$ cat src/rtl/timing_pkg.sv
// Shared types and helpers for the timing-bus receiver.
package timing_pkg;

    typedef enum logic [1:0] {
        IDLE,
        TRACK,
        ERROR
    } state_t;

    localparam int WIDTH_DEF = 8;

    function automatic int unsigned next_idx(input int unsigned prev, input int unsigned width);
        return (prev + 1) % width;
    endfunction

endpackage

$ cat src/rtl/onehot_to_bin.sv
// Combinational one-hot to binary encoder with a legality flag.
module onehot_to_bin #(
    parameter int WIDTH = 8
) (
    input  logic [WIDTH-1:0]         timing_in,
    output logic [$clog2(WIDTH)-1:0] idx,
    output logic                     onehot
);

    localparam int CNT_W = $clog2(WIDTH);

    // OR-ing the positions is only meaningful when onehot is true.
    always_comb begin
        idx = '0;
        for (int i = 0; i < WIDTH; i++) begin
            if (timing_in[i]) begin
                idx = idx | i[CNT_W-1:0];
            end
        end
    end

    assign onehot = (timing_in != '0) && ((timing_in & (timing_in - WIDTH'(1))) == '0);

endmodule

$ cat src/rtl/timing_onehot_encoder.sv
// Re-encodes the one-hot timing bus to a step number and flags illegal vectors or steps.
// Optional hold-timeout stall detection is built when HOLD_TIMEOUT_EN is defined.
module timing_onehot_encoder
    import timing_pkg::*;
#(
    parameter int WIDTH      = WIDTH_DEF,
    parameter int HOLD_LIMIT = 16
) (
    input  logic                     clk,
    input  logic                     reset,
    input  logic [WIDTH-1:0]         timing_in,
    input  logic                     err_clr,
    output logic [$clog2(WIDTH)-1:0] step_out,
    output logic                     step_valid,
    output logic                     wrap_pulse,
    output logic                     clr_pulse,
    output logic                     err_onehot,
    output logic                     err_seq,
    output logic                     stall
);

    localparam int CNT_W = $clog2(WIDTH);

    state_t             state;
    logic [CNT_W-1:0]   prev_idx;
    logic [CNT_W-1:0]   idx;
    logic [CNT_W-1:0]   nxt_idx;
    logic               onehot;

    onehot_to_bin #(.WIDTH(WIDTH)) u_enc (
        .timing_in (timing_in),
        .idx       (idx),
        .onehot    (onehot)
    );

    assign nxt_idx = CNT_W'(next_idx(32'(prev_idx), WIDTH));

`ifdef HOLD_TIMEOUT_EN
    localparam int HOLD_W = $clog2(HOLD_LIMIT + 1);

    logic [HOLD_W-1:0] hold_cnt;
    logic              stall_r;

    function automatic logic [HOLD_W-1:0] sat_inc(input logic [HOLD_W-1:0] v);
        return (v == HOLD_W'(HOLD_LIMIT)) ? v : v + 1'b1;
    endfunction

    assign stall = stall_r;
`else
    // Constant zero for any legal HOLD_LIMIT; the comparison only keeps the parameter referenced.
    assign stall = (HOLD_LIMIT < 0);
`endif

    always_ff @(posedge clk or negedge reset) begin
        if (!reset) begin
            state      <= IDLE;
            prev_idx   <= '0;
            step_out   <= '0;
            step_valid <= 1'b0;
            wrap_pulse <= 1'b0;
            clr_pulse  <= 1'b0;
            err_onehot <= 1'b0;
            err_seq    <= 1'b0;
`ifdef HOLD_TIMEOUT_EN
            hold_cnt   <= '0;
            stall_r    <= 1'b0;
`endif
        end else begin
            wrap_pulse <= 1'b0;
            clr_pulse  <= 1'b0;
            // Clearing first lets a same-cycle error below win over err_clr.
            if (err_clr) begin
                err_onehot <= 1'b0;
                err_seq    <= 1'b0;
`ifdef HOLD_TIMEOUT_EN
                stall_r    <= 1'b0;
`endif
            end
            case (state)
                IDLE: begin
                    if (onehot) begin
                        step_out   <= idx;
                        prev_idx   <= idx;
                        step_valid <= 1'b1;
                        state      <= TRACK;
`ifdef HOLD_TIMEOUT_EN
                        hold_cnt   <= '0;
`endif
                    end
                end
                TRACK: begin
                    if (!onehot) begin
                        err_onehot <= 1'b1;
                        step_valid <= 1'b0;
                        state      <= ERROR;
                    end else if (idx == prev_idx) begin
`ifdef HOLD_TIMEOUT_EN
                        hold_cnt <= sat_inc(hold_cnt);
                        if (int'(hold_cnt) + 1 >= HOLD_LIMIT) begin
                            stall_r <= 1'b1;
                        end
`endif
                    end else if (idx == nxt_idx) begin
                        step_out   <= idx;
                        prev_idx   <= idx;
                        wrap_pulse <= (prev_idx == CNT_W'(WIDTH - 1));
`ifdef HOLD_TIMEOUT_EN
                        hold_cnt   <= '0;
`endif
                    end else if (idx == '0) begin
                        step_out  <= '0;
                        prev_idx  <= '0;
                        clr_pulse <= 1'b1;
`ifdef HOLD_TIMEOUT_EN
                        hold_cnt  <= '0;
`endif
                    end else begin
                        err_seq    <= 1'b1;
                        step_valid <= 1'b0;
                        state      <= ERROR;
                    end
                end
                ERROR: begin
                    if (err_clr) begin
                        state <= IDLE;
                    end
                end
                default: state <= IDLE;
            endcase
        end
    end

endmodule

$ cat config.mk
export PLATFORM = sky130hd
export DESIGN_NAME = timing_onehot_encoder
export DESIGN_NICKNAME = d
export VERILOG_FILES = /design/src/rtl/timing_pkg.sv /design/src/rtl/onehot_to_bin.sv /design/src/rtl/timing_onehot_encoder.sv
export SDC_FILE = /design/constraint.sdc
export NUM_CORES = 1
export LEC_CHECK = 0
export CAP_MARGIN = 20
export CORE_MARGIN = 4
export CORE_UTILIZATION = 25
export CTS_BUF_LIST = sky130_fd_sc_hd__clkbuf_2
export DETAILED_ROUTE_END_ITERATION = 7
export GPL_ROUTABILITY_DRIVEN = 0
export PLACE_DENSITY_LB_ADDON = 0.25
export REMOVE_ABC_BUFFERS = 1
export SLEW_MARGIN = 20
export SYNTH_ARGS = -nofsm -noshare
export SYNTH_HDL_FRONTEND = slang
export SYNTH_HIERARCHICAL = 1
export SYNTH_SLANG_ARGS = --single-unit
$ cat constraint.sdc
create_clock -name clk -period 2.5 [get_ports clk]
set_input_delay 0.5 -clock clk [delete_from_list [all_inputs] [get_ports clk]]
set_output_delay 0.5 -clock clk [all_outputs]
set_load 0.005 [all_outputs]
==> results.md, run 1 <==
* Status: finished clean
* Int Power at 518.6 uW
* Peak supply drop at 243.6 uV
* Endpoints failing setup at 0
* Mapped cell area at 773.2 um^2
* Setup Skew at 0.002368 ns
* Total GRT Usage at 0.09716
* Seq cells post-synth at 10
* Filler cells at 279
* Synth cell types at 44
* Warnings from Yosys at 6
* IO buf count at 18
* Gate power share at 0.628
* Hold Violations, Final at 0
* Worst Path Buf+Inv at 1
* DRT antenna net count at 0
* Arrival @ worst endpoint at 2.57 ns
* Worst-path clk slew at 0.11 ns
* Area Growth Syn to Fin at 55.99%
* Critical path fanouts, max at 7
* Crit. End Element: flop
* I/O pin count at 20
* Share of flip-flops with an asynchronous set or reset at 1.000
* CTS Buf Count at 3
* DR DRC count at 0
* Initial antenna violation count at 0
* CTS tree: done
* Leakage Power at 0.5078 nW
* Fin Hold WS at 0.5362 ns
* Worst path cell trace: clkdlybuf4s50_1 -> or4_2 -> a311o_1 -> o211a_4 -> o221ai_2 -> o311ai_2
* Slew Limit Fails at 0
* Gr ovfl total at 0
* Clk_lat worst skew at 0.25 ns
* H-tree depth at 1
* Post-Syn Area per Cell at 8.991 um^2
* Largest net degree at the start of global routing at 11
* Die ar. at 4047 um^2
* Crit-path slowest cell: or4_2
* Core Footprint at 2853 um^2
* Die Y at 63.62 um
* N_diodes at 0
* Maximum buffer depth of the clock tree at 2
* Via count at 775
* Gr busiest metal: met2
* Initial DRC count at 19
* Primary FF master, synth: dfrtp_1
* CTS root buf: clkbuf_2
* Drt first pass iters at 4
* Hold_buf cts at 0
* Max incr delay on CP at 0.79 ns
* Avg Vias per Cell at 5.000
* CP delay by family, top: compound AO/OA/AOI/OAI gates
* Part of the cycle the worst path needs at 0.9783
* Initial core utilization at 0.2711
* Clk pwr share at 0.105
* Pwr/cell area at 726.8 nW/um^2
* # Max-Cap Violations at 0
* Final WL at 1945 um
* HPWL after DPL at 1467 um
* M3 GR Usage at 0.02309
* Critical path required time at 2.63 ns
* Final min period at 2.446 ns
* Share of cells above drive strength 1 at 0.3226
* Switching share of total power at 0.4085
* Sw power at 358.1 uW
* Worst setup margin at 0.05424 ns
* Place WS at -0.3061 ns
* WL per Instance at 12.55 um
* Met1 GRT Util at 0.1317
* Startpoint types: input pin
* Kind of critical path: input pin to flop
* Die Width at 63.62 um
* Vias in the first global route at 723
* Global-route wire length before repair at 3208 um
* GR Layer Usage met2 at 0.1460
* Placement Rows at 19
* Hold Crit Class: flop to flop
* Seq pwr share at 0.268
* Nets at 138
* CTS Sinks at 10
* Post-synth EDFFs at 0
* Cells after Synth at 86
* Maximum clock rate at 408.9 MHz
* Sequential area share after synthesis at 0.3236
## path summary, 6_finish.rpt
check / from / endpoint / slack (ns) / cells after the start
min in group asynchronous: reset / state[1] / 0.55 / 1
max reg2reg: prev_idx[1] / prev_idx[0] / 0.28 / 7
max in group asynchronous: reset / prev_idx[2] / 1.65 / 1
min: err_onehot / err_onehot / 0.54 / 2
min reg2reg: err_onehot / err_onehot / 0.54 / 2
max: timing_in[3] / prev_idx[0] / 0.05 / 6
## registers in the layout, indices dropped and copies added, names as in the netlist
signal,flops
prev_idx,3
state,2
clr_pulse,1
err_onehot,1
err_seq,1
step_valid,1
wrap_pulse,1
## per-stage QoR
step | area, um^2 | instances | total power, mW | utilization | setup TNS (ns)
2_1_floorplan | 742.0 | 81 | 0.5069 | - | 0
3_3_place_gp | 1096 | 148 | 0.7453 | 0.3842 | -1.833
3_5_place_dp | 1096 | 148 | 0.7480 | 0.3842 | -2.044
4_1_cts | 1135 | 152 | 0.8650 | 0.3978 | 0
5_1_grt | 1206 | 155 | 0.9492 | 0.4228 | -0.01491
6_report | 1206 | 155 | 0.8766 | 0.4228 | 0
## area by class of cell
class / instances / area [um^2] / share of cell area
clock buffer: 3 / 15.01 / 0.01245
clock inverter: 1 / 3.754 / 0.003112
inverter: 6 / 22.52 / 0.01867
multi-input combinational: 65 / 531.8 / 0.4409
sequential: 10 / 250.2 / 0.2075
tap: 31 / 38.79 / 0.03216
timing repair buffer: 39 / 344.1 / 0.2853
## metal layers
| metal | up-vias | wire (um) |
|---|---|---|
| met5 | - | 0 |
| li1 | 398 | - |
| met1 | 350 | 924 |
| met3 | 4 | 100 |
| met4 | 0 | 20 |
| met2 | 23 | 900 |
## kinds of logic (layout without fill, tap and decap cells)
family,count (synthesis),in the layout,share of synthesized area
AND/OR/NAND/NOR,32,32,0.2670
adder cells (fa/ha/maj),2,2,0.03236
XOR/XNOR,5,5,0.05664
other,1,1,0.004850
flip-flops,10,10,0.3236
AO/OA/AOI/OAI,25,25,0.2459
buffers and inverters,11,49,0.06958
## cell usage in the layout (no fill, tap or decap), types with 2 or more instances in the layout
master	count
a21oi_1	2
a22oi_1	2
buf_4	21
clkbuf_2	3
clkdlybuf4s50_1	14
dfrtp_1	10
dlymetal6s2s_1	3
ha_1	2
inv_1	5
nand2_1	6
nand2b_1	2
nand3b_1	3
nor2_1	2
nor3_1	2
o211ai_1	2
o21a_1	2
o21ai_0	3
o22ai_1	3
or4_4	2
xnor2_1	3
xor2_1	2
## power by group through the flow
stage | clock network (mW) | logic, mW | registers, mW
global route | 0.107 | 0.601 | 0.241
global placement | 0 | 0.509 | 0.236
finish | 0.0919 | 0.550 | 0.235
CTS | 0.0956 | 0.535 | 0.234
detailed placement | 0 | 0.513 | 0.235
floorplan | 0 | 0.264 | 0.243
## worst min-delay path: stages (launching register included)
cell     delay (ns)
dfrtp_1        0.39
inv_1          0.05
o22ai_1        0.06
## timing repair
| item | in CTS | in global routing |
|---|---|---|
| endpoints found under the setup margin | 1 | 7 |
| buffers inserted | 0 | 3 |
| pin swaps | 1 | 7 |
| gates resized for setup | 5 | 12 |
## synth_stat cells (all sizes together) (3+ instances only)
cell,instances,area (um^2)
inv,6,22.52
dfrtp,10,250.2
nand3b,3,22.52
nand2,7,26.28
xnor2,3,26.28
nand2b,3,18.77
nor3,3,15.01
buf,3,23.77
o22ai,3,18.77
or4,3,23.77
o21ai,3,15.01
Note: power is estimated with default switching activity, not from simulation.
==> inputs of run 2 (changes only) <==
- CORE_MARGIN: 4 -> 5
- CORE_UTILIZATION: 25 -> 49
==> results.md, run 2 (synthesis results as in run 1) <==
* Status: finished clean (unchanged)
* Storage element area at 250.2 um^2 (unchanged)
* Hold Crit Class: flop to flop (unchanged)
* Hold Path Stages at 2 (unchanged)
* Arrival @ worst endpoint at 2.61 ns (was 2.57 ns)
* Placement Rows at 14 (was 19)
* Max reg flops at 3 (unchanged)
* Die ar. at 2473 um^2 (was 4047 um^2)
* Largest Register: prev_idx (unchanged)
* Setup Skew at 0.0008182 ns (was 0.002368 ns)
* Nets at 133 (was 138)
* Hold wc startpoint: err_seq (was err_onehot)
* CTS Sinks at 10 (unchanged)
* Via count at 787 (was 775)
* N_diodes at 0 (unchanged)
* Max incr delay on CP at 0.81 ns (was 0.79 ns)
* Initial antenna violation count at 0 (unchanged)
* Core Footprint at 1506 um^2 (was 2853 um^2)
* R2R depth at 7 (unchanged)
* Part of the cycle the worst path needs at 0.9941 (was 0.9783)
* Commonest non-fill, non-tap cell in the layout: buf_4 (unchanged)
* Hold endpoint: err_seq (was err_onehot)
* Int Power at 500.4 uW (was 518.6 uW)
* DR DRC count at 0 (unchanged)
* CTS tree: done (unchanged)
* Die Width at 49.73 um (was 63.62 um)
* Setup_tns at 0 ns (unchanged)
* Startpoint types: input pin (unchanged)
* Top flop regs: prev_idx: 3 flops, state: 2 flops (unchanged)
* Crit. End Element: flop (unchanged)
* Most frequent cells in the layout: buf_4, clkdlybuf4s50_1, dfrtp_1 (unchanged)
* Endpoints failing setup at 0 (unchanged)
* Worst r2r dst: prev_idx[0] (unchanged)
* Maximum buffer depth of the clock tree at 2 (unchanged)
* CTS root buf: clkbuf_2 (unchanged)
* Critical path required time at 2.62 ns (was 2.63 ns)
* Final WL at 2069 um (was 1945 um)
* Avg Vias per Cell at 5.873 (was 5.000)
* Largest net degree at the start of global routing at 11 (unchanged)
* Sw power at 356.8 uW (was 358.1 uW)
* Initial core utilization at 0.5133 (was 0.2711)
* Worst R2R Start: prev_idx[0] (was prev_idx[1])
* Initial DRC count at 17 (was 19)
* Switching share of total power at 0.4162 (was 0.4085)
* Slew Limit Fails at 0 (unchanged)
* # Max-Cap Violations at 0 (unchanged)
* Maximum clock rate at 402.4 MHz (was 408.9 MHz)
* Vias in the first global route at 796 (was 723)
* Gr ovfl total at 0 (unchanged)
* IO buf count at 18 (unchanged)
* Critical path fanouts, max at 7 (unchanged)
* WL per Instance at 15.44 um (was 12.55 um)
* Share of cells above drive strength 1 at 0.3051 (was 0.3226)
* Clk_lat worst skew at 0.24 ns (was 0.25 ns)
* Die Y at 49.73 um (was 63.62 um)
* Gate power share at 0.640 (was 0.628)
* Total GRT Usage at 0.1623 (was 0.09716)
* Total Power at 857.2 uW (was 876.6 uW)
* Worst-path clk slew at 0.09 ns (was 0.11 ns)
* Worst path cell trace: clkdlybuf4s50_1 -> or4_2 -> nor3_2 -> a21oi_1 -> o211a_4 -> o221ai_2 -> o311ai_1 (was clkdlybuf4s50_1 -> or4_2 -> a311o_1 -> o211a_4 -> o221ai_2 -> o311ai_2)
* Clk pwr share at 0.098 (was 0.105)
* Final min period at 2.485 ns (was 2.446 ns)
* Kind of critical path: input pin to flop (unchanged)
* Peak supply drop at 332.0 uV (was 243.6 uV)
* Global-route wire length before repair at 3215 um (was 3208 um)
* Flop2flop setup slack at 0.31 ns (was 0.28 ns)
* CTS Buf Count at 3 (unchanged)
* Pwr/cell area at 744.7 nW/um^2 (was 726.8 nW/um^2)
* Multi-input gate area at 536.8 um^2 (was 531.8 um^2)
* HPWL after DPL at 1519 um (was 1467 um)
* Drt first pass iters at 4 (unchanged)
* Crit-path slowest cell: or4_2 (unchanged)
* Hold Violations, Final at 0 (unchanged)
* I/O pin count at 20 (unchanged)
* Seq pwr share at 0.262 (was 0.268)
* DRT antenna net count at 0 (unchanged)
* H-tree depth at 1 (unchanged)
* Filler cells at 107 (was 279)
* Leakage Power at 0.4787 nW (was 0.5078 nW)
* Area Growth Syn to Fin at 48.87% (was 55.99%)
run 2: power by group through the flow:
stage | Combinational [mW] | Sequential, mW | Clock [mW]
final | 0.548 | 0.225 | 0.0843
after global routing | 0.600 | 0.232 | 0.0938
after CTS | 0.519 | 0.222 | 0.0828
after detailed placement | 0.502 | 0.226 | 0
after global placement | 0.486 | 0.225 | 0
after floorplan | 0.264 | 0.243 | 0
run 2: how the worst max path moves through the flow:
stage / start / to
6_report: timing_in[3] / prev_idx[0]
5_1_grt: timing_in[3] / prev_idx[0]
4_1_cts: timing_in[4] / prev_idx[0]
3_5_place_dp: timing_in[7] / prev_idx[0]
3_3_place_gp: timing_in[7] / prev_idx[1]
2_1_floorplan: timing_in[7] / prev_idx[0]
run 2: routing by layer:
metal | part of all wire | global-route usage
met5 | 0 | 0
met3 | 0.050 | 0.02410
met2 | 0.53 | 0.3157
met1 | 0.39 | 0.1633
met4 | 0.032 | 0.07424
run 2: repair_timing:
action                     CTS  global route
gates resized for setup      3            15
hold buffers                 0             0
pin swaps                    0             7
setup buffers                0             1
cloned                       0             0
setup endpoints to repair    4             6
run 2: critical path: cells and delay by family:
kind	cells	cell delay [ns]
AO/OA/AOI/OAI	4	0.54
AND/OR/NAND/NOR	2	1.13
buffers and inverters	1	0.44
run 2: through the flow:
step / cells / cell area [um^2] / hold slack [ns] / setup slack, ns / utilization
2_1_floorplan: 81 / 742.0 / 0.2044 / 0.1027 / -
3_3_place_gp: 130 / 1055 / 0.5130 / -0.2371 / 0.7002
3_5_place_dp: 130 / 1055 / 0.5272 / -0.2889 / 0.7002
4_1_cts: 133 / 1080 / 0.5416 / 0.008607 / 0.7168
5_1_grt: 134 / 1151 / 0.5837 / -0.01800 / 0.7641
6_report: 134 / 1151 / 0.5363 / 0.01479 / 0.7641
run 2: cell type report:
| class | instances | share of cell area |
|---|---|---|
| inverter | 6 | 0.01957 |
| sequential | 10 | 0.2174 |
| timing repair buffer | 34 | 0.2663 |
| clock buffer | 3 | 0.01304 |
| tap | 16 | 0.01739 |
| multi-input combinational | 65 | 0.4663 |
